[config.mk]
export PLATFORM = sky130hd
export DESIGN_NAME = keypad_scanner
export DESIGN_NICKNAME = d
export VERILOG_FILES = /design/src/rtl/keypad_scanner.sv
export SDC_FILE = /design/constraint.sdc
export NUM_CORES = 1
export LEC_CHECK = 0
export CORE_MARGIN = 3
export CORE_UTILIZATION = 40
export DETAILED_ROUTE_END_ITERATION = 6
export PLACE_DENSITY = 0.56
export SETUP_SLACK_MARGIN = 0.4
export SKIP_LAST_GASP = 1
export SYNTH_ARGS = -nofsm -noshare
export SYNTH_HDL_FRONTEND = slang
export SYNTH_SLANG_ARGS = --single-unit
[constraint.sdc]
create_clock -name clk -period 2.5 [get_ports clk]
set_clock_uncertainty 0.2 [all_clocks]
set_input_delay 0.625 -clock clk [delete_from_list [all_inputs] [get_ports clk]]
set_output_delay 0.625 -clock clk [all_outputs]
set_load 0.05 [all_outputs]
[src/rtl/keypad_scanner.sv]
// keypad_scanner: scans a 4x4 active-low matrix keypad one column at a time and
// reports the hex code of the first key found, holding that column until every
// row is released. Latency: press seen within 4*SCAN_DIV+2 cycles, release within
// SCAN_DIV+2 cycles. No backpressure: outputs are levels for a downstream debouncer.
//
// Ports:
//   clk, reset          system clock, asynchronous active-high reset
//   rows[3:0]           keypad rows, active-low, asynchronous to clk
//   cols[3:0]           column drive, active-low one-hot
//   key_code[3:0]       hex code of the held key (kept after release)
//   key_pressed         high while a key is held in the active column
//
// Build option: define KEYPAD_MULTI_REJECT_EN to treat two or more simultaneous
// low rows as "no key" while scanning, and to drop key_pressed while holding.

module keypad_scanner #(
    parameter int SCAN_DIV = 48000
) (
    input  logic       clk,
    input  logic       reset,
    input  logic [3:0] rows,
    output logic [3:0] cols,
    output logic [3:0] key_code,
    output logic       key_pressed
);

`ifdef KEYPAD_MULTI_REJECT_EN
    localparam bit MULTI_REJECT = 1'b1;
`else
    localparam bit MULTI_REJECT = 1'b0;
`endif

    localparam int CW = (SCAN_DIV > 1) ? $clog2(SCAN_DIV) : 1;

    typedef enum logic {
        ST_SCAN = 1'b0,
        ST_HOLD = 1'b1
    } state_t;

    logic [3:0]    rows_s1_q, rows_s1_d;
    logic [3:0]    rs_q, rs_d;
    logic [CW-1:0] cnt_q, cnt_d;
    logic [1:0]    col_q, col_d;
    state_t        state_q, state_d;
    logic [3:0]    key_code_q, key_code_d;
    logic          key_pressed_q, key_pressed_d;

    logic          tick;
    logic [3:0]    row_low;
    logic          no_key;
    logic          multi_key;
    logic [1:0]    low_row;

    function automatic logic [3:0] key_map(input logic [1:0] r, input logic [1:0] c);
        logic [3:0] code;
        case ({r, c})
            4'b00_00: code = 4'h1;
            4'b00_01: code = 4'h2;
            4'b00_10: code = 4'h3;
            4'b00_11: code = 4'hA;
            4'b01_00: code = 4'h4;
            4'b01_01: code = 4'h5;
            4'b01_10: code = 4'h6;
            4'b01_11: code = 4'hB;
            4'b10_00: code = 4'h7;
            4'b10_01: code = 4'h8;
            4'b10_10: code = 4'h9;
            4'b10_11: code = 4'hC;
            4'b11_00: code = 4'hE;   // '*'
            4'b11_01: code = 4'h0;
            4'b11_10: code = 4'hF;   // '#'
            default:  code = 4'hD;
        endcase
        return code;
    endfunction

    // Two-flop synchronizer on the asynchronous row inputs.
    assign rows_s1_d = rows;
    assign rs_d      = rows_s1_q;

    // Dwell counter free-runs in both states; the column only moves on tick,
    // so the rows have SCAN_DIV-1 cycles to settle through the synchronizer.
    assign tick  = (cnt_q == CW'(SCAN_DIV - 1));
    assign cnt_d = tick ? '0 : cnt_q + CW'(1);

    assign row_low   = ~rs_q;
    assign no_key    = (row_low == 4'h0);
    // Clearing the lowest set bit leaves something only if two or more rows are low.
    assign multi_key = ((row_low & (row_low - 4'd1)) != 4'h0);

    always_comb begin
        low_row = 2'd3;
        if (row_low[2]) low_row = 2'd2;
        if (row_low[1]) low_row = 2'd1;
        if (row_low[0]) low_row = 2'd0;
    end

    always_comb begin
        state_d       = state_q;
        col_d         = col_q;
        key_code_d    = key_code_q;
        key_pressed_d = key_pressed_q;
        if (tick) begin
            case (state_q)
                ST_SCAN: begin
                    if (no_key || (MULTI_REJECT && multi_key)) begin
                        col_d = col_q + 2'd1;
                    end else begin
                        state_d       = ST_HOLD;
                        key_code_d    = key_map(low_row, col_q);
                        key_pressed_d = 1'b1;
                    end
                end
                ST_HOLD: begin
                    if (no_key) begin
                        state_d       = ST_SCAN;
                        key_pressed_d = 1'b0;
                        col_d         = col_q + 2'd1;
                    end else if (MULTI_REJECT && multi_key) begin
                        // Stay parked on this column until all rows release.
                        key_pressed_d = 1'b0;
                    end
                end
                default: state_d = ST_SCAN;
            endcase
        end
    end

    always_ff @(posedge clk or posedge reset) begin
        if (reset) begin
            rows_s1_q     <= 4'hF;
            rs_q          <= 4'hF;
            cnt_q         <= '0;
            col_q         <= 2'd0;
            state_q       <= ST_SCAN;
            key_code_q    <= 4'h0;
            key_pressed_q <= 1'b0;
        end else begin
            rows_s1_q     <= rows_s1_d;
            rs_q          <= rs_d;
            cnt_q         <= cnt_d;
            col_q         <= col_d;
            state_q       <= state_d;
            key_code_q    <= key_code_d;
            key_pressed_q <= key_pressed_d;
        end
    end

    assign cols        = ~(4'b0001 << col_q);
    assign key_code    = key_code_q;
    assign key_pressed = key_pressed_q;

endmodule

==> results_tabular.tex <==
\begin{tabular}{lr}
\hline
Metric & Value \\
\hline
\multicolumn{2}{l}{\textbf{Synthesis}} \\
Area of the mapped netlist & 1510 sq um \\
Top-area cell type share of the netlist area & 39.8\% \\
Post-synthesis area per instance & 11.1 sq um \\
Post-synthesis sequential element count & 32 \\
Number of library cell types mapped by synthesis & 32 \\
Cell count after synthesis & 136 \\
Biggest area consumer among synthesized cells & dfrtp\_1 \\
Part of the Yosys area used for sequential elements & 53.7\% \\
Post-synthesis net count & 150 \\
Top post-synthesis cells by area & dfrtp\_1 (40\%), dfstp\_2 (14\%), ha\_1 (6.6\%), xnor2\_1 (4.6\%), nand3\_1 (4.0\%) \\
Yosys warning count & 0 \\
\multicolumn{2}{l}{\textbf{Clock network}} \\
CTS clk-pin slew, worst paths & 0.06 ns \\
Clk Latency, worst-skew pair & 0.28 ns \\
Num CTS Buffers & 5 \\
Maximum clock path buffer count & 2 \\
TritonCTS clock tree & done \\
Library cell used as clock root buffer & clkbuf\_8 \\
Number of buffers added to fix hold violations after cts & 0 \\
Clock sink count & 32 \\
CTS H-tree lvls & 2 \\
\multicolumn{2}{l}{\textbf{Power and ir drop}} \\
Part of the total power dissipated in combinational logic & 2.7\% \\
Switching part of the total & 19.1\% \\
Clock network fraction of design power & 45.6\% \\
Power density of the placed cells & 529 nW/um\^{}2 \\
Leakage power of the design & 0.000904 uW \\
Relative contribution of sequential cells to total power & 51.7\% \\
Switching power & 198 uW \\
Internal cell power & 839 uW \\
Worst VDD drop & 0.000365 V \\
\multicolumn{2}{l}{\textbf{STA}} \\
Setup TNS & 0 ns \\
Hold Slack & 0.156 ns \\
Max Transition Viols Final & 0 \\
Headroom to the max-slew limit & 62.5\% \\
Final critical-path required period & 2.05 ns \\
Final setup violation count & 0 \\
Maximum clock frequency & 489 MHz \\
Final hold viol count & 0 \\
Final clock period utilization by the worst path & 81.8\% \\
Setup repair after global routing missed its margin & false \\
Measured slew at the worst slew-check pin & 0.557 ns \\
\multicolumn{2}{l}{\textbf{Place}} \\
Placed insts & 197 \\
Port bufs & 14 \\
Final RePlAce weighted congestion & 0.844 \\
HPWL after detailed placement & 1.93 mm \\
\multicolumn{2}{l}{\textbf{Detailed routing}} \\
Post-detailed-route via-to-cell ratio & 5.07 \\
DRC violations left & 0 \\
Number of antenna-violating nets in the routed design & 0 \\
Average wire per standard cell & 13.2 microns \\
Met3 Wirelength & 162 microns \\
Total met2 wirelength after detailed routing & 1.19 mm \\
Highest routed layer & met4 \\
DRT met1 WL & 1.46 mm \\
DRC violation total after the first TritonRoute iteration & 61 \\
Routed wire length & 2.85 mm \\
Drt pass-1 iters & 4 \\
Vias post-DR & 1,091 \\
\multicolumn{2}{l}{\textbf{Global route}} \\
Global-route total usage across every layer & 14.2\% \\
Maximum number of pins on one net before global-route repair & 33 \\
Initial antenna violation count & 0 \\
Global-route wire length before repair & 4.75 mm \\
Via count of the first global-routing pass & 1,037 \\
Congestion Overflow GR & 0 \\
\multicolumn{2}{l}{\textbf{Worst hold path}} \\
Type of the most critical hold path & reg -> reg \\
Sink of the worst hold path & rs\_q[0] \\
Count of cells along the worst hold path & 0 \\
Startpoint of the lowest-slack hold path & rows\_s1\_q[0] \\
\multicolumn{2}{l}{\textbf{Finish}} \\
Layout Area Growth over Synthesis & 29.7\% \\
\# diodes & 0 \\
Final cell count without fillers & 215 \\
Share of final-layout standard cells stronger than drive strength 1 & 30.2\% \\
Nets & 182 \\
\multicolumn{2}{l}{\textbf{Critical path}} \\
Max incr delay on CP & 0.44 ns \\
Worst-path maximum fanout & 4 \\
Critical path, cell by cell & buf\_4 > ha\_2 > inv\_2 > buf\_8 \\
Timing startpoint of the critical path & col\_q[0] \\
Reg2Reg Depth & 5 \\
Crit Path Class & reg -> out \\
Sort of element at the start of the critical path & flop \\
Reg2reg end & col\_q[1] \\
Origin of the critical flop-to-flop path & cnt\_q[1] \\
Cell with the largest stage delay on the worst path & dfrtp\_2 \\
Arrival @ worst endpoint & 1.22 ns \\
Crit. End Element & primary output \\
Required time at the endpoint of the critical path & 1.67 ns \\
Slack of the worst reg-to-reg path & 0.47 ns \\
\multicolumn{2}{l}{\textbf{Die}} \\
Total number of placement rows & 21 \\
Horizontal die dimension & 67.4 microns \\
Area inside the core boundary & 3490 sq um \\
Number of ports placed on the die boundary & 15 \\
Die ar. & 4550 sq um \\
Vertical extent of the die & 67.4 microns \\
Initial standard-cell utilization of the core & 43.2\% \\
\multicolumn{2}{l}{\textbf{Outcome}} \\
Outcome & completed \\
\multicolumn{2}{l}{\textbf{Job}} \\
Count of max-cap constraint violations & 0 \\
\hline
\end{tabular}
[state kept, by name, summed over array words and instances (netlist names)]
register     count
rs_q             4
col_q            2
state_q          1
rows_s1_q        4
key_pressed      1
cnt_q           16
key_code         4
[metrics by stage]
| step | setup WS [ns] | cell area, sq um | utilization [%] | power [uW] |
|---|---|---|---|---|
| floorplan | 0.445 | 1510 | - | 559 |
| global placement | 0.333 | 1750 | 50.1 | 573 |
| detailed placement | 0.269 | 1750 | 50.1 | 573 |
| CTS | 0.384 | 1880 | 53.8 | 1050 |
| global route | 0.404 | 1960 | 56.0 | 1080 |
| finish | 0.455 | 1960 | 56.0 | 1040 |
[cell families after synthesis]
group | count (synthesis) | share of synthesized area [%]
flops | 32 | 53.7
mux | 9 | 6.46
simple gates | 50 | 17.6
fa+ha+maj | 8 | 6.63
buf+inv | 12 | 3.07
xor+xnor | 13 | 7.54
compound gates | 12 | 4.97
[worst max-delay path by stage]
| stage | endpoint | slack (ns) | depth (start not counted) |
|---|---|---|---|
| floorplan | col_q[1] | 0.45 | 6 |
| global placement | col_q[1] | 0.33 | 5 |
| detailed placement | col_q[1] | 0.27 | 5 |
| CTS | cols[3] | 0.38 | 4 |
| global route | cols[0] | 0.40 | 4 |
| finish | cols[3] | 0.45 | 4 |
[layout by cell type (no fill, tap or decap), drive strengths merged, types with 2 or more instances in the layout]
master / netlist / final
nand3: 12 / 12
ha: 8 / 8
nand4: 3 / 3
dfrtp: 24 / 24
mux2i: 3 / 3
dlygate4sd2: 0 / 5
clkbuf: 1 / 6
nand2: 8 / 8
o21ai: 4 / 4
nor4: 5 / 5
a21oi: 3 / 3
and3: 2 / 2
dfstp: 8 / 8
xnor2: 8 / 8
nor2: 10 / 10
nor3: 4 / 4
xor2: 5 / 5
buf: 1 / 17
clkdlybuf4s50: 0 / 5
inv: 10 / 10
mux2: 6 / 6
[power by group through the flow]
stage | Clock, uW | Sequential [uW] | Combinational, uW
floorplan | 0 | 542 | 17.4
global placement | 0 | 545 | 28.6
detailed placement | 0 | 545 | 28.7
CTS | 489 | 536 | 29.0
global route | 508 | 537 | 32.0
finish | 473 | 536 | 27.8
[cell usage after synthesis]
master	instances
mux2_2	5
xnor2_1	8
nand4bb_1	1
nand3_1	12
and2_1	1
xor2_1	5
o22ai_1	1
and3_1	2
nand2b_1	1
a21oi_1	3
a31oi_1	1
o211a_1	1
nor2b_1	1
ha_1	8
nor2_4	1
inv_1	10
buf_2	1
mux2i_1	3
a21bo_2	1
nand2_1	8
dfstp_2	8
nor4_1	5
o31ai_1	1
dfrtp_1	24
nor3_1	4
clkbuf_1	1
or4_1	1
nand3b_2	1
mux2_1	1
o21ai_0	4
nand4_1	3
nor2_1	9
[critical path, delay by kind of cell (launching register included)]
| kind | cells | cell delay, ns |
|---|---|---|
| buffers and inverters | 3 | 0.35 |
| adders and majority gates | 1 | 0.17 |
| DFF | 1 | 0.44 |
[cell type report]
| type | count | area (sq um) |
|---|---|---|
| clock buffer | 6 | 72.6 |
| clock inverter | 2 | 35.0 |
| fill | 306 | 1540 |
| inverter | 10 | 37.5 |
| multi-input combinational | 92 | 674 |
| sequential | 32 | 815 |
| tap | 46 | 57.6 |
| timing repair buffer | 27 | 267 |
[per-layer routing]
metal,vias to the layer above,GRT usage (%)
met1,529,21.1
met3,4,4.66
met2,29,18.7
met4,0,5.82
met5,-,0
li1,529,-
[repair_timing]
item                       in CTS  in global routing
setup endpoints to repair       9                  5
pin swaps                       0                  3
resized for setup               9                 10
setup buffers                   3                  7
Power figures use the tool's default switching activity.
